$ cat config.mk
export PLATFORM = sky130hd
export DESIGN_NAME = matrix_scanner
export DESIGN_NICKNAME = d
export VERILOG_FILES = /design/src/rtl/matrix_scanner.sv
export SDC_FILE = /design/constraint.sdc
export NUM_CORES = 1
export LEC_CHECK = 0
export CORE_UTILIZATION = 36
export CTS_BUF_LIST = sky130_fd_sc_hd__clkbuf_8
export DETAILED_ROUTE_END_ITERATION = 12
export SKIP_CTS_REPAIR_TIMING = 1
export SYNTH_ARGS = -nofsm -noshare
export SYNTH_HDL_FRONTEND = slang
export SYNTH_SLANG_ARGS = --single-unit
$ cat constraint.sdc
create_clock -name clk -period 6.35 [get_ports clk]
set_input_delay 1.27 -clock clk [delete_from_list [all_inputs] [get_ports clk]]
set_output_delay 1.27 -clock clk [all_outputs]
set_load 0.01 [all_outputs]
$ cat src/rtl/matrix_scanner.sv
// matrix_scanner: one-hot row driver for a keypad matrix with synchronised
// column sensing, press/release debounce, multi-key detection and auto-repeat.
module matrix_scanner #(
   parameter int NROWS           = 4,
   parameter int NCOLS           = 4,
   parameter int SETTLE_CYCLES   = 8,
   parameter int DEBOUNCE_CYCLES = 20000,
   parameter int REPEAT_DELAY    = 6000000,
   parameter int REPEAT_PERIOD   = 1200000
) (
   input  logic                           clk,
   input  logic                           reset,
   input  logic [NCOLS-1:0]               columns,
   input  logic                           repeat_en,
   output logic [NROWS-1:0]               rows,
   output logic [$clog2(NROWS*NCOLS)-1:0] key_code,
   output logic                           key_valid,
   output logic                           key_held,
   output logic                           multi_key
);

   localparam int KW      = $clog2(NROWS*NCOLS);
   localparam int RW      = $clog2(NROWS);
   localparam int CW      = $clog2(NCOLS);
   localparam int SW      = $clog2(SETTLE_CYCLES + 1);
   localparam int DW      = $clog2(DEBOUNCE_CYCLES + 1);
   localparam int REP_MAX = (REPEAT_DELAY > REPEAT_PERIOD) ? REPEAT_DELAY : REPEAT_PERIOD;
   localparam int PW      = $clog2(REP_MAX + 1);
   localparam logic [NROWS-1:0] ROW_ONE = NROWS'(1);

   typedef enum logic [1:0] {SCAN, DEBOUNCE, HELD, RELEASE} state_t;

   // Number of active (low) columns in a sampled pattern.
   function automatic logic [3:0] zero_count(input logic [NCOLS-1:0] p);
      logic [3:0] n;
      n = '0;
      for (int i = 0; i < NCOLS; i++) n = n + {3'b000, ~p[i]};
      return n;
   endfunction

   // Index of the lowest active (low) column in a sampled pattern.
   function automatic logic [CW-1:0] zero_index(input logic [NCOLS-1:0] p);
      logic [CW-1:0] idx;
      idx = '0;
      for (int i = NCOLS - 1; i >= 0; i--) if (!p[i]) idx = CW'(i);
      return idx;
   endfunction

   logic [NCOLS-1:0] r_sync1, r_col_s;
   logic [RW-1:0]    r_tag1, r_tag2;
   state_t           r_state, w_state;
   logic [RW-1:0]    r_row, w_row;
   logic [SW-1:0]    r_settle, w_settle;
   logic [DW-1:0]    r_cnt, w_cnt;
   logic [NCOLS-1:0] r_pattern, w_pattern;
   logic [PW-1:0]    r_rep, w_rep;
   logic             r_rep_armed, w_rep_armed;
   logic             r_single, w_single;
   logic [KW-1:0]    r_key_code, w_key_code;
   logic             r_key_valid, w_key_valid;
   logic             r_key_held, w_key_held;
   logic             r_multi, w_multi;

   logic             w_idle;
   logic             w_aligned;
   logic [RW-1:0]    w_row_next;
   logic [KW-1:0]    w_accept_code;

   // col_s reaches the FSM two cycles after the row that produced it was
   // driven, so the row index travels with it; r_tag2 names the row that
   // r_col_s actually belongs to.
   assign w_idle        = &r_col_s;
   assign w_aligned     = (r_tag2 == r_row);
   assign w_row_next    = (r_row == RW'(NROWS - 1)) ? '0 : r_row + RW'(1);
   assign w_accept_code = KW'(r_row) * KW'(NCOLS) + KW'(zero_index(r_pattern));

   assign rows      = ROW_ONE << r_row;
   assign key_code  = r_key_code;
   assign key_valid = r_key_valid;
   assign key_held  = r_key_held;
   assign multi_key = r_multi;

   // Two-flop column synchroniser plus the matching row-tag pipeline.
   always_ff @(posedge clk) begin
      if (reset) begin
         r_sync1 <= '1;
         r_col_s <= '1;
         r_tag1  <= '0;
         r_tag2  <= '0;
      end else begin
         r_sync1 <= columns;
         r_col_s <= r_sync1;
         r_tag1  <= r_row;
         r_tag2  <= r_tag1;
      end
   end

   // FSM and counter state register; reset also kills any pending pulse.
   always_ff @(posedge clk) begin
      if (reset) begin
         r_state     <= SCAN;
         r_row       <= '0;
         r_settle    <= '0;
         r_cnt       <= '0;
         r_pattern   <= '1;
         r_rep       <= '0;
         r_rep_armed <= 1'b0;
         r_single    <= 1'b0;
         r_key_code  <= '0;
         r_key_valid <= 1'b0;
         r_key_held  <= 1'b0;
         r_multi     <= 1'b0;
      end else begin
         r_state     <= w_state;
         r_row       <= w_row;
         r_settle    <= w_settle;
         r_cnt       <= w_cnt;
         r_pattern   <= w_pattern;
         r_rep       <= w_rep;
         r_rep_armed <= w_rep_armed;
         r_single    <= w_single;
         r_key_code  <= w_key_code;
         r_key_valid <= w_key_valid;
         r_key_held  <= w_key_held;
         r_multi     <= w_multi;
      end
   end

   // Next-state, counter and output-pulse logic.
   always_comb begin
      w_state     = r_state;
      w_row       = r_row;
      w_settle    = r_settle;
      w_cnt       = r_cnt;
      w_pattern   = r_pattern;
      w_rep       = r_rep;
      w_rep_armed = r_rep_armed;
      w_single    = r_single;
      w_key_code  = r_key_code;
      w_key_valid = 1'b0;
      w_key_held  = r_key_held;
      w_multi     = 1'b0;
      case (r_state)
         SCAN: begin
            if (r_settle == SW'(SETTLE_CYCLES - 1)) begin
               w_settle = '0;
               if (w_idle) begin
                  w_row = w_row_next;
               end else begin
                  // Re-select the row the low pattern really came from.
                  w_row     = r_tag2;
                  w_pattern = r_col_s;
                  w_cnt     = '0;
                  w_state   = DEBOUNCE;
               end
            end else begin
               w_settle = r_settle + SW'(1);
            end
         end
         DEBOUNCE: begin
            // Samples still in flight from another row are neither counted
            // nor treated as a mismatch.
            if (w_aligned) begin
               if (r_col_s != r_pattern) begin
                  w_state  = SCAN;
                  w_settle = '0;
               end else if (r_cnt == DW'(DEBOUNCE_CYCLES - 1)) begin
                  w_state     = HELD;
                  w_cnt       = '0;
                  w_rep       = '0;
                  w_rep_armed = 1'b0;
                  if (zero_count(r_pattern) == 4'd1) begin
                     w_key_code  = w_accept_code;
                     w_key_valid = 1'b1;
                     w_key_held  = 1'b1;
                     w_single    = 1'b1;
                  end else begin
                     w_multi    = 1'b1;
                     w_key_held = 1'b0;
                     w_single   = 1'b0;
                  end
               end else begin
                  w_cnt = r_cnt + DW'(1);
               end
            end
         end
         HELD: begin
            if (w_idle) begin
               w_state = RELEASE;
               w_cnt   = '0;
            end else if (repeat_en && r_single) begin
               if (!r_rep_armed && r_rep == PW'(REPEAT_DELAY - 1)) begin
                  w_key_valid = 1'b1;
                  w_rep       = '0;
                  w_rep_armed = 1'b1;
               end else if (r_rep_armed && r_rep == PW'(REPEAT_PERIOD - 1)) begin
                  w_key_valid = 1'b1;
                  w_rep       = '0;
               end else begin
                  w_rep = r_rep + PW'(1);
               end
            end else begin
               w_rep       = '0;
               w_rep_armed = 1'b0;
            end
         end
         RELEASE: begin
            if (!w_idle) begin
               w_state = HELD;
               w_cnt   = '0;
            end else if (r_cnt == DW'(DEBOUNCE_CYCLES - 1)) begin
               w_state    = SCAN;
               w_key_held = 1'b0;
               w_single   = 1'b0;
               w_row      = w_row_next;
               w_settle   = '0;
               w_cnt      = '0;
            end else begin
               w_cnt = r_cnt + DW'(1);
            end
         end
         default: begin
            w_state  = SCAN;
            w_settle = '0;
         end
      endcase
   end

endmodule

; Word level (Yosys, flattened, before mapping)
; Index checks and enable logic that the tools add are counted.
[totals]
out_inout_bits = 11
word_cells = 140
register_bits = 70
input_bits = 7
[classes]
bitwise_logic = 9
addsub = 8
shift = 1
mux = 63
eq_ne = 24
n_reduce_logical = 20
[op_table]
columns = op, count
row1 = 2-to-1 mux 23 bit, 7
row2 = 2-to-1 mux 15 bit, 7
row3 = case mux 15 bit (4 select lines), 1
row4 = case mux 23 bit (2 select lines), 1
row5 = 2-to-1 mux 2 bit, 17
row6 = "adder 23 x 1 -> 23 bit, second input constant", 1
row7 = "== test 23 x 21 -> 1 bit, second input constant", 1
row8 = "== test 23 bit, second input constant", 1
row9 = 2-to-1 mux 4 bit, 5
row10 = "inequality test 2 bit, second input constant", 10
row11 = AND reduction 5 bit, 4
row12 = 2-to-1 mux 1 bit, 19
row13 = AND reduction 6 bit, 3
row14 = "adder 15 x 1 -> 15 bit, second input constant", 1
row15 = "== test 15 bit, second input constant", 1
row16 = case mux 4 bit (3 select lines), 1
row17 = "inequality test 3 bit, second input constant", 3
row18 = inverter 1 bit, 9
row19 = case mux 2 bit (4 select lines), 1
row20 = AND reduction 4 bit, 2
row21 = "== test 2 bit, second input constant", 3
row22 = case mux 1 bit (2 select lines), 3
row23 = nonzero test 2 bit, 3
row24 = OR reduction 5 bit, 1
row25 = 18 further kinds, 20

; Longest topological paths before layout
[logic_depth]
word_depth = 10
mapped_depth = 10
depth_no_buf = 8

; Least setup slack after synthesis
; Ideal clock, no wire load.
[synth_timing]
path_kind = input port to flip-flop
startpoint = in reset
endpoint = reg r_rep[16]
setup_slack_ps = 3584
cell_stages = 7
arrival_time_ps = 2665
path_cell_list = clkbuf_1 -> or2_2 -> clkbuf_1 -> nor2_1 -> nand2_2 -> buf_6 -> o41ai_1
[synth_rtl]
columns = item, line
row1 = "start, declared", 12  ; input logic reset,
row2 = "end signal, assigned", 119  ; r_rep <= w_rep;
row3 = "end, declared", 56  ; logic [PW-1:0] r_rep, w_rep;

; Final worst setup path
[layout_timing]
startpoint = in repeat_en
endpoint = reg r_rep[21]
[layout_via]
elab_chain_cells = 4
[layout_lines]
columns = item, line
row1 = "start, declared", 14  ; input logic repeat_en,
row2 = logical AND 1 bit, 191  ; end else if (repeat_en && r_single) begin
row3 = 2-to-1 mux 23 bit, 191
row4 = 2-to-1 mux 23 bit, 188  ; if (w_idle) begin
row5 = case mux 23 bit (2 select lines), 143  ; case (r_state)
; Every way passes these cells. The select of a mux whose other input is x is not followed.
; A chain may end at the register's enable or synchronous reset.

==> results.sh <==
export IMPL_fp_row_count=36
export IMPL_reg2reg_slack_ns=3.34
export IMPL_die_h_um=103
export IMPL_ys_seq_area_share_pct=38.2
export IMPL_track_usage_pct=17.1
export IMPL_drive_gt1_share_pct=7.90
export IMPL_dp_hpwl_mm=5.71
export IMPL_via_per_inst=5.53
export IMPL_netlist_cell_type_count=61
export IMPL_worst_r2r_endpoint="r_rep[21]$_SDFFE_PP0P_"
export IMPL_grt_max_degree=53
export IMPL_netlist_top_cells_area="dfxtp_1 38%, ha_1 4.4%, nand2_1 3.5%"
export IMPL_reg2reg_depth=6
export IMPL_clk_pin_slew_worst_paths_ns=0.07
export IMPL_n_antenna_cell=0
export IMPL_drtIter0Drc=160
export IMPL_first_pass_iters=4
export IMPL_numCtsBuffers=9
export IMPL_syn_to_final_growth_pct=11.8
export IMPL_ys_top_cells_by_count="70 x dfxtp_1, 34 x nand2_1, 34 x nor2_1"
export IMPL_cp_arrival_ns=3.48
export IMPL_worst_setup_path_type="primary input to flop"
export IMPL_synth_edf_count=0
export IMPL_power_density_nw_per_um2=214
export IMPL_clock_path_buffers=2
export IMPL_reg2reg_from="r_pattern[0]$_SDFFE_PP1P_"
export IMPL_critical_path_max_fanout=21
export IMPL_antenna_found_initial=0
export IMPL_synth_area_um2=3660
export IMPL_slew_violations=0
export IMPL_cp_data_required_time_ns=6.58
export IMPL_power_ir_vdd_worst_mv=0.0976
export IMPL_min_path_type="flop to flop"
export IMPL_finalNonFillerCells=576
export IMPL_cts_root_buf="clkbuf_8"
export IMPL_finalSetupViolCount=0
export IMPL_synth_largest_area_cell="dfxtp_1"
export IMPL_p_leak_nw=1.41
export IMPL_drc_errors=0
export IMPL_worst_pin_slew_ns=1.21
export IMPL_io_buffer_count=17
export IMPL_synthesis_area_per_instance_um2=8.48
export IMPL_min_to="r_col_s[0]$_SDFF_PP1_"
export IMPL_clk_latency_ns=0.35
export IMPL_min_from="r_sync1[0]$_SDFF_PP1_"
export IMPL_status="finished clean"
export IMPL_grt_pass1_vias=2935
export IMPL_critPathCaptureType="flop"
export IMPL_rsz0062_at_grt="no"
export IMPL_finalCritPeriodShare_pct=51.1
export IMPL_drv_cap=0
export IMPL_ant_nets=0
export IMPL_io_pins=18
export IMPL_synth_top_area_share_pct=38.2
export IMPL_wl_mm=8.38
export IMPL_clock_skew_ns=0.00730
export IMPL_post_place_cells=561
export IMPL_synthArstFlopShare_pct=0
export IMPL_yosysWarnings=0
export IMPL_grt_pass1_wl_mm=14.1
export IMPL_gp_congestion=0.818
export IMPL_hold_violations=0
export IMPL_cts_sinks=70
export IMPL_start_kind="primary input"
export IMPL_synth_main_ff_cell="dfxtp_1"
export IMPL_fin_tns_setup_ns=0
export IMPL_yosysMostFrequentCell="dfxtp_1"
export IMPL_final_nets=460
export IMPL_fillerInstances=1041
export IMPL_slew_headroom_pct=18.9
export IMPL_min_period_ns=3.25
export IMPL_overflow=0
export IMPL_die_area_um2=10600
export IMPL_syn_nets=453
export IMPL_cts_tree="built"
export IMPL_start_util_pct=37.3
export IMPL_hold_path_depth=1
export IMPL_fmax_ghz=0.308
export IMPL_htree_levels=3
export IMPL_synth_cells=432
export IMPL_wl_per_cell_um=14.6
export IMPL_core_area_um2=9820
export IMPL_die_x_um=103
export IMPL_ys_ff_latch=70
export IMPL_vias=3186
-- flip-flops by register name, indices dropped and copies added, names as in the netlist, 4 cells and up --
| name | flops |
|---|---|
| key_code | 4 |
| r_cnt | 15 |
| r_col_s | 4 |
| r_pattern | 4 |
| r_rep | 23 |
| r_settle | 4 |
| r_sync1 | 4 |
-- power by group --
part,switching (mW),internal [mW]
combinational,0.0505,0.0323
sequential,0.00725,0.447
clock,0.160,0.180
-- layer usage --
layer	vias to the layer above	part of all wire [%]	routed length, um	global-route usage (%)
li1	1617	-	-	-
met1	1507	49	4100	21.6
met2	53	47	3930	29.0
met3	9	3.1	256	3.46
met4	0	1.2	104	6.07
met5	-	0	0	0
-- cell families (layout without fill, tap and decap cells) --
group	count (synthesis)	in the layout	share of synthesized area [%]
simple gates	184	184	27.7
compound gates	116	116	22.2
flops	70	70	38.2
buf+inv	37	48	4.10
fa+ha+maj	14	14	4.98
xor+xnor	6	6	1.43
mux	5	5	1.37
-- worst max path at each step --
stage	start	to	depth (start not counted)
2_1_floorplan	reset	r_rep[16]$_SDFFE_PP0P_	7
3_3_place_gp	repeat_en	r_rep[18]$_SDFFE_PP0P_	6
3_5_place_dp	repeat_en	r_rep[21]$_SDFFE_PP0P_	6
4_1_cts	repeat_en	r_rep[21]$_SDFFE_PP0P_	6
5_1_grt	repeat_en	r_rep[21]$_SDFFE_PP0P_	6
6_report	repeat_en	r_rep[21]$_SDFFE_PP0P_	6
-- final cells by class --
| type | instances | area (um2) | area share [%] |
|---|---|---|---|
| Multi-Input combinational cell | 325 | 2110 | 51.6 |
| Sequential cell | 70 | 1400 | 34.2 |
| Clock buffer | 13 | 179 | 4.37 |
| Timing Repair Buffer | 18 | 173 | 4.22 |
| Tap cell | 133 | 166 | 4.06 |
| Inverter | 15 | 56.3 | 1.37 |
| Clock inverter | 2 | 7.51 | 0.183 |
-- layout by cell type, fill, tap and decap left out, types with 6 or more instances in the layout --
cell             synthesis  final
dfxtp_1                 70     70
nand3_1                 23     23
nand4_1                 11     11
ha_1                    13     13
clkbuf_8                 0     13
or2_2                   11     11
or3_1                    6      6
a21oi_1                 23     23
xor2_1                   6      6
a211oi_1                 6      6
a311oi_1                 7      7
o31ai_1                 13     13
o2bb2a_1                 9      9
nand2b_1                 7      7
a31oi_1                  7      7
nor3b_1                  7      7
inv_1                   15     17
nor3_1                  13     13
nand2_1                 34     34
clkdlybuf4s50_1          0     16
o21ai_0                 18     18
nor2_1                  34     34
-- critical path, stage by stage --
cell             delay, ns
clkdlybuf4s50_1       0.48
nand3_1               0.11
or2_2                 0.40
nor2_1                0.38
nand2_2               0.37
o41ai_1               0.45
-- metrics by stage --
step | setup slack, ns | hold WS, ns | util, % | total power [mW] | cell area, um2
2_1_floorplan | 3.58 | 0.389 | - | 0.527 | 3660
3_3_place_gp | 2.90 | 0.390 | 39.8 | 0.546 | 3910
3_5_place_dp | 2.76 | 0.396 | 39.8 | 0.548 | 3910
4_1_cts | 3.14 | 0.413 | 41.7 | 0.891 | 4100
5_1_grt | 2.89 | 0.429 | 41.7 | 0.916 | 4100
6_report | 3.10 | 0.409 | 41.7 | 0.877 | 4100
No activity file was read; power rests on OpenSTA's default activity.
